==> config.mk <==
export PLATFORM = sky130hd
export DESIGN_NAME = chacha_qr_seq_flat
export DESIGN_NICKNAME = d
export VERILOG_FILES = /design/src/rtl/chacha_qr_seq_if.sv /design/src/rtl/chacha_qr_seq.sv /design/src/flat_wrapper.sv
export SDC_FILE = /design/constraint.sdc
export NUM_CORES = 1
export LEC_CHECK = 0
export BUFFER_PORTS_ARGS = -buffer_cell sky130_fd_sc_hd__buf_2
export CORE_AREA = 8 8 276 278
export DETAILED_ROUTE_END_ITERATION = 6
export DIE_AREA = 0 0 284 286
export GPL_ROUTABILITY_DRIVEN = 0
export PLACE_DENSITY = 0.44
export SYNTH_ARGS = -nofsm -noshare
export SYNTH_HDL_FRONTEND = slang
export SYNTH_SLANG_ARGS = --single-unit
==> constraint.sdc <==
create_clock -name g_clk -period 2.3 [get_ports g_clk]
set_input_delay 0.23 -clock g_clk [delete_from_list [all_inputs] [get_ports g_clk]]
set_output_delay 0.23 -clock g_clk [all_outputs]
set_load 0.01 [all_outputs]
==> src/rtl/chacha_qr_seq_if.sv <==
// chacha_qr_seq_if: input/output handshakes and ISE datapath hookup of chacha_qr_seq.
// in_iter exists only when CHACHA_QR_SEQ_ITER_EN is defined.
interface chacha_qr_seq_if;
    logic        in_valid;
    logic        in_ready;
    logic [63:0] in_a, in_b, in_c, in_d;
`ifdef CHACHA_QR_SEQ_ITER_EN
    logic [3:0]  in_iter;
`endif
    logic        out_valid;
    logic        out_ready;
    logic [63:0] out_a, out_b, out_c, out_d;
    logic [63:0] ise_rs1, ise_rs2, ise_rd;
    logic        ise_op_add, ise_op_xorrol_16, ise_op_xorrol_12, ise_op_xorrol_8, ise_op_xorrol_7;

    modport slave (
`ifdef CHACHA_QR_SEQ_ITER_EN
        input  in_iter,
`endif
        input  in_valid, in_a, in_b, in_c, in_d, out_ready, ise_rd,
        output in_ready, out_valid, out_a, out_b, out_c, out_d,
        output ise_rs1, ise_rs2,
        output ise_op_add, ise_op_xorrol_16, ise_op_xorrol_12, ise_op_xorrol_8, ise_op_xorrol_7
    );

    modport master (
`ifdef CHACHA_QR_SEQ_ITER_EN
        output in_iter,
`endif
        output in_valid, in_a, in_b, in_c, in_d, out_ready, ise_rd,
        input  in_ready, out_valid, out_a, out_b, out_c, out_d,
        input  ise_rs1, ise_rs2,
        input  ise_op_add, ise_op_xorrol_16, ise_op_xorrol_12, ise_op_xorrol_8, ise_op_xorrol_7
    );
endinterface

==> src/rtl/chacha_qr_seq.sv <==
// chacha_qr_seq: steps a packed ChaCha ISE datapath through the 8-step quarter-round.
// Define CHACHA_QR_SEQ_ITER_EN to add in_iter and run max(in_iter,1) chained passes.
module chacha_qr_seq (
    input logic g_clk,
    input logic g_resetn,
    chacha_qr_seq_if.slave bus
);
    typedef enum logic [1:0] {IDLE, RUN, DONE} state_t;
    state_t      state, state_nxt;
    logic [63:0] a, b, c, d;
    logic [2:0]  step;
    logic        accept, last, run;

    assign accept = bus.in_valid && state == IDLE;

`ifdef CHACHA_QR_SEQ_ITER_EN
    logic [3:0] pass;
    always_ff @(posedge g_clk or negedge g_resetn)
        if (!g_resetn)
            pass <= '0;
        else if (accept)
            pass <= (bus.in_iter == 4'd0) ? 4'd1 : bus.in_iter;
        else if (run && step == 3'd7)
            pass <= pass - 4'd1;
    assign last = pass == 4'd1;
`else
    assign last = 1'b1;
`endif

    always_ff @(posedge g_clk or negedge g_resetn)
        if (!g_resetn)
            state <= IDLE;
        else
            state <= state_nxt;

    always_comb begin
        state_nxt = state;
        case (state)
            IDLE:    state_nxt = bus.in_valid ? RUN : IDLE;
            RUN:     state_nxt = (step == 3'd7 && last) ? DONE : RUN;
            DONE:    state_nxt = bus.out_ready ? IDLE : DONE;
            default: state_nxt = IDLE;
        endcase
    end

    // Destination of every step is the register that fed rs1.
    always_ff @(posedge g_clk or negedge g_resetn)
        if (!g_resetn) begin
            step <= '0;
            a    <= '0;
            b    <= '0;
            c    <= '0;
            d    <= '0;
        end else if (accept) begin
            step <= '0;
            a    <= bus.in_a;
            b    <= bus.in_b;
            c    <= bus.in_c;
            d    <= bus.in_d;
        end else if (run) begin
            step <= step + 3'd1;
            case (step[1:0])
                2'd0:    a <= bus.ise_rd;
                2'd1:    d <= bus.ise_rd;
                2'd2:    c <= bus.ise_rd;
                default: b <= bus.ise_rd;
            endcase
        end

    always_comb begin
        run                  = state == RUN;
        bus.in_ready         = state == IDLE;
        bus.out_valid        = state == DONE;
        bus.ise_rs1          = !run ? 64'd0 :
                               step[1:0] == 2'd0 ? a :
                               step[1:0] == 2'd1 ? d :
                               step[1:0] == 2'd2 ? c : b;
        bus.ise_rs2          = !run ? 64'd0 :
                               step[1:0] == 2'd0 ? b :
                               step[1:0] == 2'd1 ? a :
                               step[1:0] == 2'd2 ? d : c;
        bus.ise_op_add       = run && !step[0];
        bus.ise_op_xorrol_16 = run && step == 3'd1;
        bus.ise_op_xorrol_12 = run && step == 3'd3;
        bus.ise_op_xorrol_8  = run && step == 3'd5;
        bus.ise_op_xorrol_7  = run && step == 3'd7;
    end

    assign bus.out_a = a;
    assign bus.out_b = b;
    assign bus.out_c = c;
    assign bus.out_d = d;
endmodule

==> src/flat_wrapper.sv <==
// flat-port wrapper written by rule: the top's interface ports become plain ports
module chacha_qr_seq_flat 
  (g_clk, g_resetn, bus_in_valid, bus_in_a, bus_in_b, bus_in_c, bus_in_d, bus_out_ready, bus_ise_rd, bus_in_ready, bus_out_valid, bus_out_a, bus_out_b, bus_out_c, bus_out_d, bus_ise_rs1, bus_ise_rs2, bus_ise_op_add, bus_ise_op_xorrol_16, bus_ise_op_xorrol_12, bus_ise_op_xorrol_8, bus_ise_op_xorrol_7);
  chacha_qr_seq_if bus_i ();
  input logic g_clk;
  input logic g_resetn;
  input wire logic [$bits(bus_i.in_valid)-1:0] bus_in_valid;
  input wire logic [$bits(bus_i.in_a)-1:0] bus_in_a;
  input wire logic [$bits(bus_i.in_b)-1:0] bus_in_b;
  input wire logic [$bits(bus_i.in_c)-1:0] bus_in_c;
  input wire logic [$bits(bus_i.in_d)-1:0] bus_in_d;
  input wire logic [$bits(bus_i.out_ready)-1:0] bus_out_ready;
  input wire logic [$bits(bus_i.ise_rd)-1:0] bus_ise_rd;
  output wire logic [$bits(bus_i.in_ready)-1:0] bus_in_ready;
  output wire logic [$bits(bus_i.out_valid)-1:0] bus_out_valid;
  output wire logic [$bits(bus_i.out_a)-1:0] bus_out_a;
  output wire logic [$bits(bus_i.out_b)-1:0] bus_out_b;
  output wire logic [$bits(bus_i.out_c)-1:0] bus_out_c;
  output wire logic [$bits(bus_i.out_d)-1:0] bus_out_d;
  output wire logic [$bits(bus_i.ise_rs1)-1:0] bus_ise_rs1;
  output wire logic [$bits(bus_i.ise_rs2)-1:0] bus_ise_rs2;
  output wire logic [$bits(bus_i.ise_op_add)-1:0] bus_ise_op_add;
  output wire logic [$bits(bus_i.ise_op_xorrol_16)-1:0] bus_ise_op_xorrol_16;
  output wire logic [$bits(bus_i.ise_op_xorrol_12)-1:0] bus_ise_op_xorrol_12;
  output wire logic [$bits(bus_i.ise_op_xorrol_8)-1:0] bus_ise_op_xorrol_8;
  output wire logic [$bits(bus_i.ise_op_xorrol_7)-1:0] bus_ise_op_xorrol_7;
  assign bus_i.in_valid = bus_in_valid;
  assign bus_i.in_a = bus_in_a;
  assign bus_i.in_b = bus_in_b;
  assign bus_i.in_c = bus_in_c;
  assign bus_i.in_d = bus_in_d;
  assign bus_i.out_ready = bus_out_ready;
  assign bus_i.ise_rd = bus_ise_rd;
  assign bus_in_ready = bus_i.in_ready;
  assign bus_out_valid = bus_i.out_valid;
  assign bus_out_a = bus_i.out_a;
  assign bus_out_b = bus_i.out_b;
  assign bus_out_c = bus_i.out_c;
  assign bus_out_d = bus_i.out_d;
  assign bus_ise_rs1 = bus_i.ise_rs1;
  assign bus_ise_rs2 = bus_i.ise_rs2;
  assign bus_ise_op_add = bus_i.ise_op_add;
  assign bus_ise_op_xorrol_16 = bus_i.ise_op_xorrol_16;
  assign bus_ise_op_xorrol_12 = bus_i.ise_op_xorrol_12;
  assign bus_ise_op_xorrol_8 = bus_i.ise_op_xorrol_8;
  assign bus_ise_op_xorrol_7 = bus_i.ise_op_xorrol_7;
  chacha_qr_seq u_core (.g_clk(g_clk), .g_resetn(g_resetn), .bus(bus_i));
endmodule
==> flow_summary.yaml <==
outcome:
  status: "finished with violations"
  failed_checks: "negative setup slack"
setup_path:
  required_ns: 2.07
  cp.arrival_ns: 2.41
  crit_chain: "inv_2 > ha_4 > buf_12 > buf_4 > mux2_2 > o211ai_1 > a21oi_1 > buf_2"
  r2r_end: "u_core.bus.out_c[55]"
  critPathTopFamily: "buffers and inverters"
  cp_num_buf_inv: 4
  r2r_setup_slack_ns: 0.07
  worst_path_largest_cell_delay_ns: 0.39
  startpoint: "u_core.step[0]"
  critPathSlowestCell: "dfrtp_1"
  worst_setup_path_start_kind: "flip-flop"
  worstSetupEndpointType: "output port"
  reg2reg_from: "u_core.step[1]"
  critical_path.max_fanout: 9
  rr_worst_depth: 9
  crit_type: "flip-flop to output port"
clocking:
  cts_buffer_depth: 3
  ctsRootBufferMaster: "clkbuf_16"
  cts_buffers: 35
  cts_tree: "done"
  cts_sinks: 261
  htree_num_levels: 2
  insertion_delay_ns: 0.53
  clk_pin_slew_ns: 0.06
routing:
  routed_wl_um: 91540
  drt-initial-drc-count: 1041
  via_per_inst: 4.891
  ant_nets: 0
  routedWlPerCell_um: 24.59
  route.detailed.drc: 0
  first_pass_iters: 5
  vias: 18210
power_and_ir_drop:
  ir_worst_vdd_mv: 0.8771
  power_density_mw_per_mm2: 1745
  power.leakage_nw: 13.24
  power.total_mw: 47.31
logic_synthesis:
  syn_avg_cell_area_um2: 9.467
  ys.flop_type: "dfrtp_1"
  ys_seq_elements: 261
  synthTopCellsByArea: "dfrtp_1, mux2_2, mux2i_1, a21oi_1, o211ai_1"
  synth_cell_types: 22
  synth_top_area_share_pct: 38.22
  synth_warnings: 0
  syn_inst: 1805
  synth_edf_count: 0
  yosysSeqAreaShare_pct: 38.22
  synth_area_mm2: 0.01709
  synth_common_cells: "a21oi_1, dfrtp_1, mux2_2"
  yosysMostFrequentCell: "a21oi_1"
  synth_top_area_cell: "dfrtp_1"
  async_reset_ff_share_pct: 100.0
  synth_nets: 2137
final_layout:
  layout-drive-gt1-share_pct: 44.03
  fin_area_mm2: 0.02711
  final_cells: 3723
  area_growth_pct: 58.65
  final_core_util_pct: 37.60
  num-nets-final: 3064
placed_design:
  io_buffers: 714
  dp.cells: 3405
  place_area_mm2: 0.02222
  hpwlAfterDp_um: 59870
global_route:
  antenna_found_initial: 9
  grt-ovfl-total: 0
  grt_pass1_vias: 19560
  globalRouteTotalUtil_pct: 20.94
  grt_max_degree: 120
  grt_pass1_wl_um: 131400
floorplanning:
  die_area_mm2: 0.08122
  start_util_pct: 23.70
  num_rows: 99
  die_h_um: 286
  core-area_mm2: 0.07209
  die_x_um: 284
  pin_count: 715
timing:
  clock.fmax_mhz: 378.6
  period_share_pct: 114.8
  min_period_ns: 2.641
  clock_skew_ns: 0.01441
  worst_slew_pin_slew_ns: 0.7418
  slew_headroom_pct: 50.55
  rsz0062_at_grt: "yes"
  hold_violations: 0
  layout_setup_ws_ns: -0.3412
  setup_viol: 128
  slew_violations: 0
worst_hold_path:
  whs_path_depth: 3
  hold-path-endpoint: "u_core.bus.out_a[22]"
  hold_path.class: "primary input to flip-flop"
  hold_start: "bus_in_a[22]"
run:
  drv_cap: 0
[per-layer routing]
| layer | global-route usage (%) | vias up | part of all wire (%) |
|---|---|---|---|
| li1 | - | 8270 | - |
| met1 | 25.32 | 8968 | 41 |
| met2 | 36.62 | 771 | 49 |
| met3 | 4.380 | 196 | 6.2 |
| met4 | 7.483 | 4 | 3.5 |
| met5 | 0 | - | 0.025 |
[cell families (layout without fill, tap and decap cells)]
kind of cell,Yosys count,count (layout),synth area share (%)
adder cells (fa/ha/maj),8,8,0.5858
multiplexers,449,449,29.27
buffers and inverters,168,1120,4.452
AO/OA/AOI/OAI,452,452,15.13
AND/OR/NAND/NOR,467,467,12.34
flip-flops,261,261,38.22
other,0,7,0
[flip-flops by register name, summed over array words and instances (netlist names)]
register          count
u_core.step           3
u_core.state          2
u_core.bus.out_a     64
u_core.bus.out_d     64
u_core.bus.out_b     64
u_core.bus.out_c     64
[cell type report]
cell class	count	area, um^2
timing repair buffer	1053	7710
clock buffer	52	1082
antenna	7	17.52
multi-input combinational	1376	10360
sequential	261	6533
inverter	5	31.28
tap	959	1200
clock inverter	10	177.7
fill	7326	44980
[per-stage QoR]
step,worst slack (ns),hold WS (ns),TNS (ns)
2_1_floorplan,0.1311,-0.06559,0
3_3_place_gp,0.07114,0.1700,0
3_5_place_dp,0.09279,0.1652,0
4_1_cts,-0.3961,0.004333,-42.30
5_1_grt,-0.4362,0.02828,-46.54
6_report,-0.3412,0.04749,-32.99
[cells in the final DEF, fill, tap and decap left out, types with 2 or more instances in the layout]
master	synthesis	routed
clkbuf_1	87	5
nand2_1	130	130
diode_2	0	7
nand2b_1	129	128
o21ai_0	3	3
buf_2	62	712
mux2_2	206	103
dlygate4sd3_1	0	193
clkbuf_8	0	10
clkbuf_16	0	42
mux2i_1	193	192
ha_4	0	4
mux2_4	50	153
a21oi_1	320	292
nand3b_1	3	3
and2_1	2	2
inv_2	0	2
buf_4	0	59
nor2_1	197	195
nor2b_1	2	2
dfrtp_1	261	260
o211ai_1	128	128
buf_6	7	24
inv_1	5	2
nand3_1	3	3
buf_8	0	7
clkinv_2	0	4
bufbuf_16	0	6
buf_12	0	29
a21oi_2	0	28
buf_16	0	18
bufinv_16	0	5
ha_1	8	4
[worst min-delay path, cell delays in order]
cell     delay [ns]
buf_2          0.13
nor2_1         0.11
a21oi_1        0.05
[repair_timing]
action | in CTS | in global routing
cloned | 18 | 7
hold buffers | 193 | 0
setup endpoints to repair | 130 | 136
resized for setup | 123 | 78
pin swaps | 94 | 134
hold endpoints to repair | 335 | 0
setup buffers | 27 | 8
[how the worst max path moves through the flow]
stage                     cells after the start         endpoint  slack, ns
final                                         8  bus_ise_rs2[23]      -0.34
after global routing                          8  bus_ise_rs2[42]      -0.44
after CTS                                     9  bus_ise_rs1[20]      -0.40
after detailed placement                      7   bus_ise_rs2[2]       0.09
after global placement                        7   bus_ise_rs2[2]       0.07
after floorplan                               7  bus_ise_rs2[13]       0.13
[where the power goes]
group | leakage [nW] | switching, mW | internal (mW) | total [mW]
sequential | 2.95 | 3.17 | 7.01 | 10.2
combinational | 9.67 | 16.2 | 15.0 | 31.1
clock | 0.620 | 2.19 | 3.81 | 6.00
total | 13.2 | 21.5 | 25.8 | 47.3
No activity file was read; power rests on OpenSTA's default activity.
